==> config.mk <==
export PLATFORM = sky130hd
export DESIGN_NAME = bitorder_gen_flat
export DESIGN_NICKNAME = d
export VERILOG_FILES = /design/src/rtl/bitorder_pkg.sv /design/src/rtl/bitorder_if.sv /design/src/rtl/bitorder_emit.sv /design/src/rtl/bitorder_gen.sv /design/src/flat_wrapper.sv
export SDC_FILE = /design/constraint.sdc
export NUM_CORES = 1
export LEC_CHECK = 0
export BUFFER_PORTS_ARGS = -buffer_cell sky130_fd_sc_hd__buf_2
export CORE_ASPECT_RATIO = 0.6
export CORE_MARGIN = 3
export CORE_UTILIZATION = 45
export DETAILED_ROUTE_END_ITERATION = 7
export MAX_ROUTING_LAYER = met4
export PLACE_DENSITY = 0.65
export SYNTH_ARGS = -nofsm -noshare
export SYNTH_HDL_FRONTEND = slang
export SYNTH_SLANG_ARGS = --single-unit
==> constraint.sdc <==
create_clock -name clk -period 1.3 [get_ports clk]
set_input_delay 0.26 -clock clk [delete_from_list [all_inputs] [get_ports clk]]
set_output_delay 0.26 -clock clk [all_outputs]
set_load 0.03 [all_outputs]
==> src/rtl/bitorder_pkg.sv <==
// Shared types and helpers for the chunk reorder stage: the order-select
// encoding and a width-agnostic bit reversal.
package bitorder_pkg;

    typedef enum logic [1:0] {
        MODE_PASS      = 2'b00,
        MODE_REV_CHUNK = 2'b01,
        MODE_REV_BIT   = 2'b10,
        MODE_REV_ALL   = 2'b11
    } mode_e;

    localparam int MAX_BITS = 64;

    // Reverses the low w bits of v; callers truncate the result to their width.
    function automatic logic [MAX_BITS-1:0] reverse_bits(input logic [MAX_BITS-1:0] v,
                                                         input int w);
        logic [MAX_BITS-1:0] r;
        r = '0;
        for (int i = 0; i < MAX_BITS; i++) begin
            if (i < w) r[i] = v[w-1-i];
        end
        return r;
    endfunction

endpackage

==> src/rtl/bitorder_if.sv <==
// Chunk stream bundle between a source/sink (master) and the reorder stage (slave).
interface bitorder_if
    import bitorder_pkg::*;
#(
    parameter int W      = 4,
    parameter int DROP_W = 8
);
    logic [W-1:0]      axiid;
    logic              axiiv;
    mode_e             mode;
    logic [W-1:0]      axiod;
    logic              axiov;
    logic              drop;
    logic [DROP_W-1:0] drop_count;

    modport master (
        output axiid, axiiv, mode,
        input  axiod, axiov, drop, drop_count
    );

    modport slave (
        input  axiid, axiiv, mode,
        output axiod, axiov, drop, drop_count
    );
endinterface

==> src/rtl/bitorder_emit.sv <==
// Word emitter: latches a K-chunk word and its order on load, then plays the
// K chunks out on consecutive cycles, the first one on the load edge itself.
module bitorder_emit
    import bitorder_pkg::*;
#(
    parameter int W = 4,
    parameter int K = 2
) (
    input  logic                clk,
    input  logic                rst_n,
    input  logic                load,
    input  logic [K-1:0][W-1:0] word,
    input  mode_e               mode,
    output logic [W-1:0]        axiod,
    output logic                axiov
);
    localparam int IDX_W = $clog2(K);
    localparam logic [IDX_W-1:0] LAST = IDX_W'(K - 1);

    logic [K-1:0][W-1:0] word_q;
    mode_e               mode_q;
    logic [IDX_W-1:0]    pos;

    logic [K-1:0][W-1:0] src_word;
    mode_e               src_mode;
    logic [IDX_W-1:0]    src_pos;
    logic [IDX_W-1:0]    slot;
    logic [W-1:0]        raw_chunk;
    logic [W-1:0]        chunk;

    // The load edge uses the incoming word directly so output starts with no bubble.
    always_comb begin
        src_word  = load ? word : word_q;
        src_mode  = load ? mode : mode_q;
        src_pos   = load ? '0 : pos;
        slot      = (src_mode == MODE_REV_CHUNK || src_mode == MODE_REV_ALL)
                    ? (LAST - src_pos) : src_pos;
        raw_chunk = src_word[slot];
        chunk     = raw_chunk;
        if (src_mode == MODE_REV_BIT || src_mode == MODE_REV_ALL)
            chunk = W'(reverse_bits(MAX_BITS'(raw_chunk), W));
    end

    // pos != 0 means chunks 1..K-1 of the latched word are still owed.
    always_ff @(posedge clk or negedge rst_n) begin
        if (!rst_n) begin
            word_q <= '0;
            mode_q <= MODE_PASS;
            pos    <= '0;
            axiod  <= '0;
            axiov  <= 1'b0;
        end else if (load) begin
            word_q <= word;
            mode_q <= mode;
            pos    <= IDX_W'(1);
            axiod  <= chunk;
            axiov  <= 1'b1;
        end else if (pos != '0) begin
            axiod  <= chunk;
            axiov  <= 1'b1;
            pos    <= (pos == LAST) ? '0 : pos + IDX_W'(1);
        end else begin
            axiod  <= '0;
            axiov  <= 1'b0;
        end
    end

endmodule

==> src/rtl/bitorder_gen.sv <==
// Groups K valid chunks into a word, hands complete words to the emitter and
// discards/counts partial words broken by a gap in axiiv.
module bitorder_gen
    import bitorder_pkg::*;
#(
    parameter int W      = 4,
    parameter int K      = 2,
    parameter int DROP_W = 8
) (
    input  logic      clk,
    input  logic      rst_n,
    bitorder_if.slave bus
);
    localparam int IDX_W = $clog2(K);
    localparam logic [IDX_W-1:0] LAST = IDX_W'(K - 1);

    logic [IDX_W-1:0]    idx;
    logic [K-1:0][W-1:0] cap;
    logic [K-1:0][W-1:0] word;
    logic                load;
    logic                drop_q;
    logic [DROP_W-1:0]   drop_count_q;
    logic [W-1:0]        emit_d;
    logic                emit_v;

    assign load = bus.axiiv && (idx == LAST);

    always_comb begin
        word       = cap;
        word[K-1]  = bus.axiid;
    end

    // A gap mid-word throws the partial word away and bumps the saturating counter.
    always_ff @(posedge clk or negedge rst_n) begin
        if (!rst_n) begin
            idx          <= '0;
            cap          <= '0;
            drop_q       <= 1'b0;
            drop_count_q <= '0;
        end else begin
            drop_q <= 1'b0;
            if (bus.axiiv) begin
                cap[idx] <= bus.axiid;
                idx      <= load ? '0 : idx + IDX_W'(1);
            end else if (idx != '0) begin
                idx    <= '0;
                drop_q <= 1'b1;
                if (drop_count_q != '1) drop_count_q <= drop_count_q + DROP_W'(1);
            end
        end
    end

    bitorder_emit #(
        .W (W),
        .K (K)
    ) u_emit (
        .clk   (clk),
        .rst_n (rst_n),
        .load  (load),
        .word  (word),
        .mode  (bus.mode),
        .axiod (emit_d),
        .axiov (emit_v)
    );

    assign bus.axiod      = emit_d;
    assign bus.axiov      = emit_v;
    assign bus.drop       = drop_q;
    assign bus.drop_count = drop_count_q;

endmodule

==> src/flat_wrapper.sv <==
// flat-port wrapper written by rule: the top's interface ports become plain ports
module bitorder_gen_flat import bitorder_pkg::*;
#(
    parameter int W      = 4,
    parameter int K      = 2,
    parameter int DROP_W = 8
)
  (clk, rst_n, bus_axiid, bus_axiiv, bus_mode, bus_axiod, bus_axiov, bus_drop, bus_drop_count);
  bitorder_if #(.W(W), .DROP_W(DROP_W)) bus_i ();
  input  logic clk;
  input  logic rst_n;
  input wire logic [$bits(bus_i.axiid)-1:0] bus_axiid;
  input wire logic [$bits(bus_i.axiiv)-1:0] bus_axiiv;
  input wire logic [$bits(bus_i.mode)-1:0] bus_mode;
  output wire logic [$bits(bus_i.axiod)-1:0] bus_axiod;
  output wire logic [$bits(bus_i.axiov)-1:0] bus_axiov;
  output wire logic [$bits(bus_i.drop)-1:0] bus_drop;
  output wire logic [$bits(bus_i.drop_count)-1:0] bus_drop_count;
  assign bus_i.axiid = bus_axiid;
  assign bus_i.axiiv = bus_axiiv;
  assign bus_i.mode = bus_mode;
  assign bus_axiod = bus_i.axiod;
  assign bus_axiov = bus_i.axiov;
  assign bus_drop = bus_i.drop;
  assign bus_drop_count = bus_i.drop_count;
  bitorder_gen #(.W(W), .K(K), .DROP_W(DROP_W)) u_core (.clk(clk), .rst_n(rst_n), .bus(bus_i));
endmodule
==> impl_metrics.py <==
metrics = {
    "finish": {
        "area_growth_pct": 40.6,
        "stdcell_count": 226,
        "fin_nets": 193,
        "drive_gt1_share_pct": 47.8,
        "n_antenna_cell": 0,
    },
    "yosys": {
        "synth_top_area_share_pct": 52.6,
        "synth_cell_type_count": 32,
        "yosys.area.top_type": "dfrtp_1",
        "synth_area_leaders": "dfrtp_1, nand2_1, mux2i_1",
        "yosys_warnings": 0,
        "syn_nets": 147,
        "synth_area_um2": 1430,
        "synthCells": 137,
        "yosysSeqAreaShare_pct": 52.6,
        "syn_area_per_cell_um2": 10.4,
        "ys_ff_latch": 30,
    },
    "flow_run": {
        "cap_violations": 0,
    },
    "pwr": {
        "powerDensity_nw_per_um2": 1610,
        "vdd_drop_max_uv": 1120,
        "power_leakage_nw": 0.949,
        "internal_power_mw": 2.10,
        "power_frac_comb_pct": 38.3,
        "pwr-share-seq_pct": 39.9,
        "power_frac_clock_pct": 21.9,
        "p_sw_share_pct": 34.8,
        "p_sw_mw": 1.12,
    },
    "critical_path": {
        "endpoint_kind": "flip-flop",
        "worstPathRequired_ns": 1.46,
        "r2r_start": "u_core.idx",
        "path_max_fanout": 6,
        "cp-start-kind": "flip-flop",
        "slowest_stage": "dfrtp_1",
        "criticalPathCategory": "flip-flop to flip-flop",
        "cp.arrival_ns": 1.50,
        "worstPathCellList": "buf_6, a21oi_1, mux2i_2, a22oi_1, nand2_1",
        "crit_path_max_incr_delay_ns": 0.42,
        "startpoint": "u_core.idx",
        "path_buf_inv": 1,
        "critical-path-top-delay-family": "compound AO/OA/AOI/OAI gates",
    },
    "timing": {
        "worstMarginPinSlew_ns": 0.360,
        "finalCritPeriodShare_pct": 103,
        "fin_skew_ns": 0.00928,
        "clock.fmax_mhz": 746,
        "fin_ws_ns": -0.0398,
        "hold_violations": 0,
        "grt_setup_unrepaired": "yes",
        "slew_headroom_pct": 76.0,
        "drv_slew": 0,
        "post-route-min-period_ns": 1.34,
        "setup_violations": 3,
        "fin_setup_tns_ns": -0.0647,
    },
    "placed_design": {
        "dpl.hpwl_mm": 2.23,
        "io_buffers": 22,
        "dp.cells": 209,
        "detailedPlace.worstSlack_ns": -0.00686,
        "place.gp.congestion": 0.879,
    },
    "floorplanning": {
        "die_x_um": 78.7,
        "start_util_pct": 48.4,
        "core-area_um2": 2950,
        "io_pins": 23,
        "die_area_um2": 3900,
        "placementRows": 15,
        "die_y_um": 49.6,
    },
    "detailed_routing": {
        "via_per_inst": 5.21,
        "routedWlPerCell_um": 14.7,
        "ant_nets": 0,
        "first_pass_iters": 4,
        "vias": 1178,
        "drtIter0Drc": 72,
        "wl_mm": 3.32,
        "drc": 0,
    },
    "global_routing": {
        "grt_first_pass_wirelength_mm": 5.05,
        "antenna_found_initial": 0,
        "grt_pass1_vias": 1033,
        "track_usage_pct": 17.5,
        "overflow": 0,
        "grt_max_degree": 17,
    },
    "clocking": {
        "cts-buffers-inserted": 5,
        "htreeDepth": 2,
        "cts.sink_count": 30,
        "cts_tree": "done",
        "clkTransAtPathRegs_ns": 0.06,
        "clock_latency_ns": 0.28,
        "cts_buffer_depth": 2,
        "cts_root_buf": "clkbuf_8",
    },
    "min_path": {
        "min_from": "bus_axiid[3]",
        "hold_class": "input port to flip-flop",
    },
    "outcome": {
        "failed_checks": "negative setup slack",
        "status": "finished, violations left",
    },
}
-- cell usage in the layout (no fill, tap or decap), types with 2 or more instances in the layout --
cell	Yosys	routed
a21oi_1	13	7
a21oi_2	0	6
a22oi_1	4	3
buf_2	3	18
buf_4	0	18
buf_6	1	7
clkbuf_1	1	3
clkbuf_8	0	5
dfrtp_1	30	24
dfrtp_2	0	6
mux2_2	5	4
mux2_4	1	3
mux2i_1	8	4
mux2i_2	0	2
mux2i_4	0	2
nand2_1	39	39
nand2b_1	2	2
nand4_1	2	2
nor3_1	4	2
nor3_2	0	2
xnor2_1	3	3
-- tightest hold or removal path: stages --
cell,delay (ns)
buf_2,0.09
nand2_1,0.04
nand2_1,0.05
-- worst paths after layout --
kind | endpoint | depth (start not counted) | slack, ns
hold / removal | u_core.u_emit.word_q[7] | 3 | 0.20
min in group asynchronous | u_core.bus.drop_count[4] | 2 | 0.42
setup reg to reg | u_core.u_emit.axiod[2] | 5 | -0.04
hold reg to reg | u_core.u_emit.word_q[7] | 2 | 0.49
max in group asynchronous | u_core.u_emit.pos | 3 | 0.46
setup / recovery | u_core.u_emit.axiod[2] | 5 | -0.04
-- stage by stage --
stage / util [%] / hold WS [ns] / instance area (um^2) / power [mW]
after floorplan: - / -0.0356 / 1450 / 1.87
after global placement: 57.7 / 0.187 / 1700 / 2.20
after detailed placement: 57.7 / 0.196 / 1700 / 2.22
after CTS: 61.7 / 0.202 / 1820 / 2.98
after global routing: 68.1 / 0.216 / 2010 / 3.40
final: 68.1 / 0.203 / 2010 / 3.22
-- cell usage after synthesis --
cell type and n:
o21a_4 1, nand4_1 2, nor3b_2 1, buf_2 3, nand2_1 39, nor2b_1 1, clkbuf_1 1, nand2b_1 2
clkbuf_2 1, dfrtp_1 30, and3_1 2, buf_6 1, inv_2 1, and4_1 1, xnor2_2 1, a22oi_1 4
nand4_2 1, nor2_1 2, nor2b_4 1, mux2i_1 8, xnor2_1 3, mux2_2 5, mux2_4 1, nand3_1 2
nor3_1 4, ha_1 1, a31oi_1 1, mux2_1 1, a21o_1 1, a21oi_1 13, nand2_4 1, xor2_1 1
-- power by group through the flow --
stage,logic (mW),clock network (mW),registers [mW]
4_1_cts,0.984,0.718,1.28
2_1_floorplan,0.375,0,1.49
5_1_grt,1.32,0.773,1.30
3_5_place_dp,0.930,0,1.29
6_report,1.23,0.704,1.29
3_3_place_gp,0.913,0,1.28
-- final cells by class --
class / count / area (um^2)
Inverter: 1 / 11.3
Clock buffer: 8 / 80.1
Fill cell: 219 / 941
Sequential cell: 30 / 758
Multi-Input combinational cell: 100 / 769
Tap cell: 42 / 52.6
Timing Repair Buffer: 45 / 334
-- sequential cells by signal, summed over array words and instances (netlist names) --
name                   flops
u_core.cap                 4
u_core.idx                 1
u_core.u_emit.word_q       8
u_core.bus.drop            1
u_core.u_emit.axiod        4
u_core.bus.drop_count      8
u_core.u_emit.axiov        1
u_core.u_emit.mode_q       2
u_core.u_emit.pos          1
-- per-layer routing --
metal | track usage [%] | vias to the layer above | share of wire [%]
met5 | - | - | 0
met4 | 5.81 | 0 | 0.75
met3 | 6.57 | 4 | 5.0
met2 | 22.0 | 30 | 44
met1 | 25.5 | 582 | 50
li1 | - | 562 | -
-- cells by family (layout without fill, tap and decap cells) --
logic type	after synthesis	count (layout)	synth area share, %
multiplexers	15	15	11.4
adder cells (fa/ha/maj)	1	1	0.877
buffers and inverters	7	54	2.72
XOR/XNOR	5	5	3.60
AO/OA/AOI/OAI	20	20	8.68
flip-flops	30	30	52.6
AND/OR/NAND/NOR	59	59	20.1
-- what timing repair did --
action / CTS / global route
hold endpoints to repair: 14 / 0
buffers inserted: 2 / 6
pin swaps: 3 / 10
hold buffers: 1 / 0
resized for setup: 4 / 38
endpoints found under the setup margin: 7 / 12
Note: power is estimated with default switching activity, not from simulation.
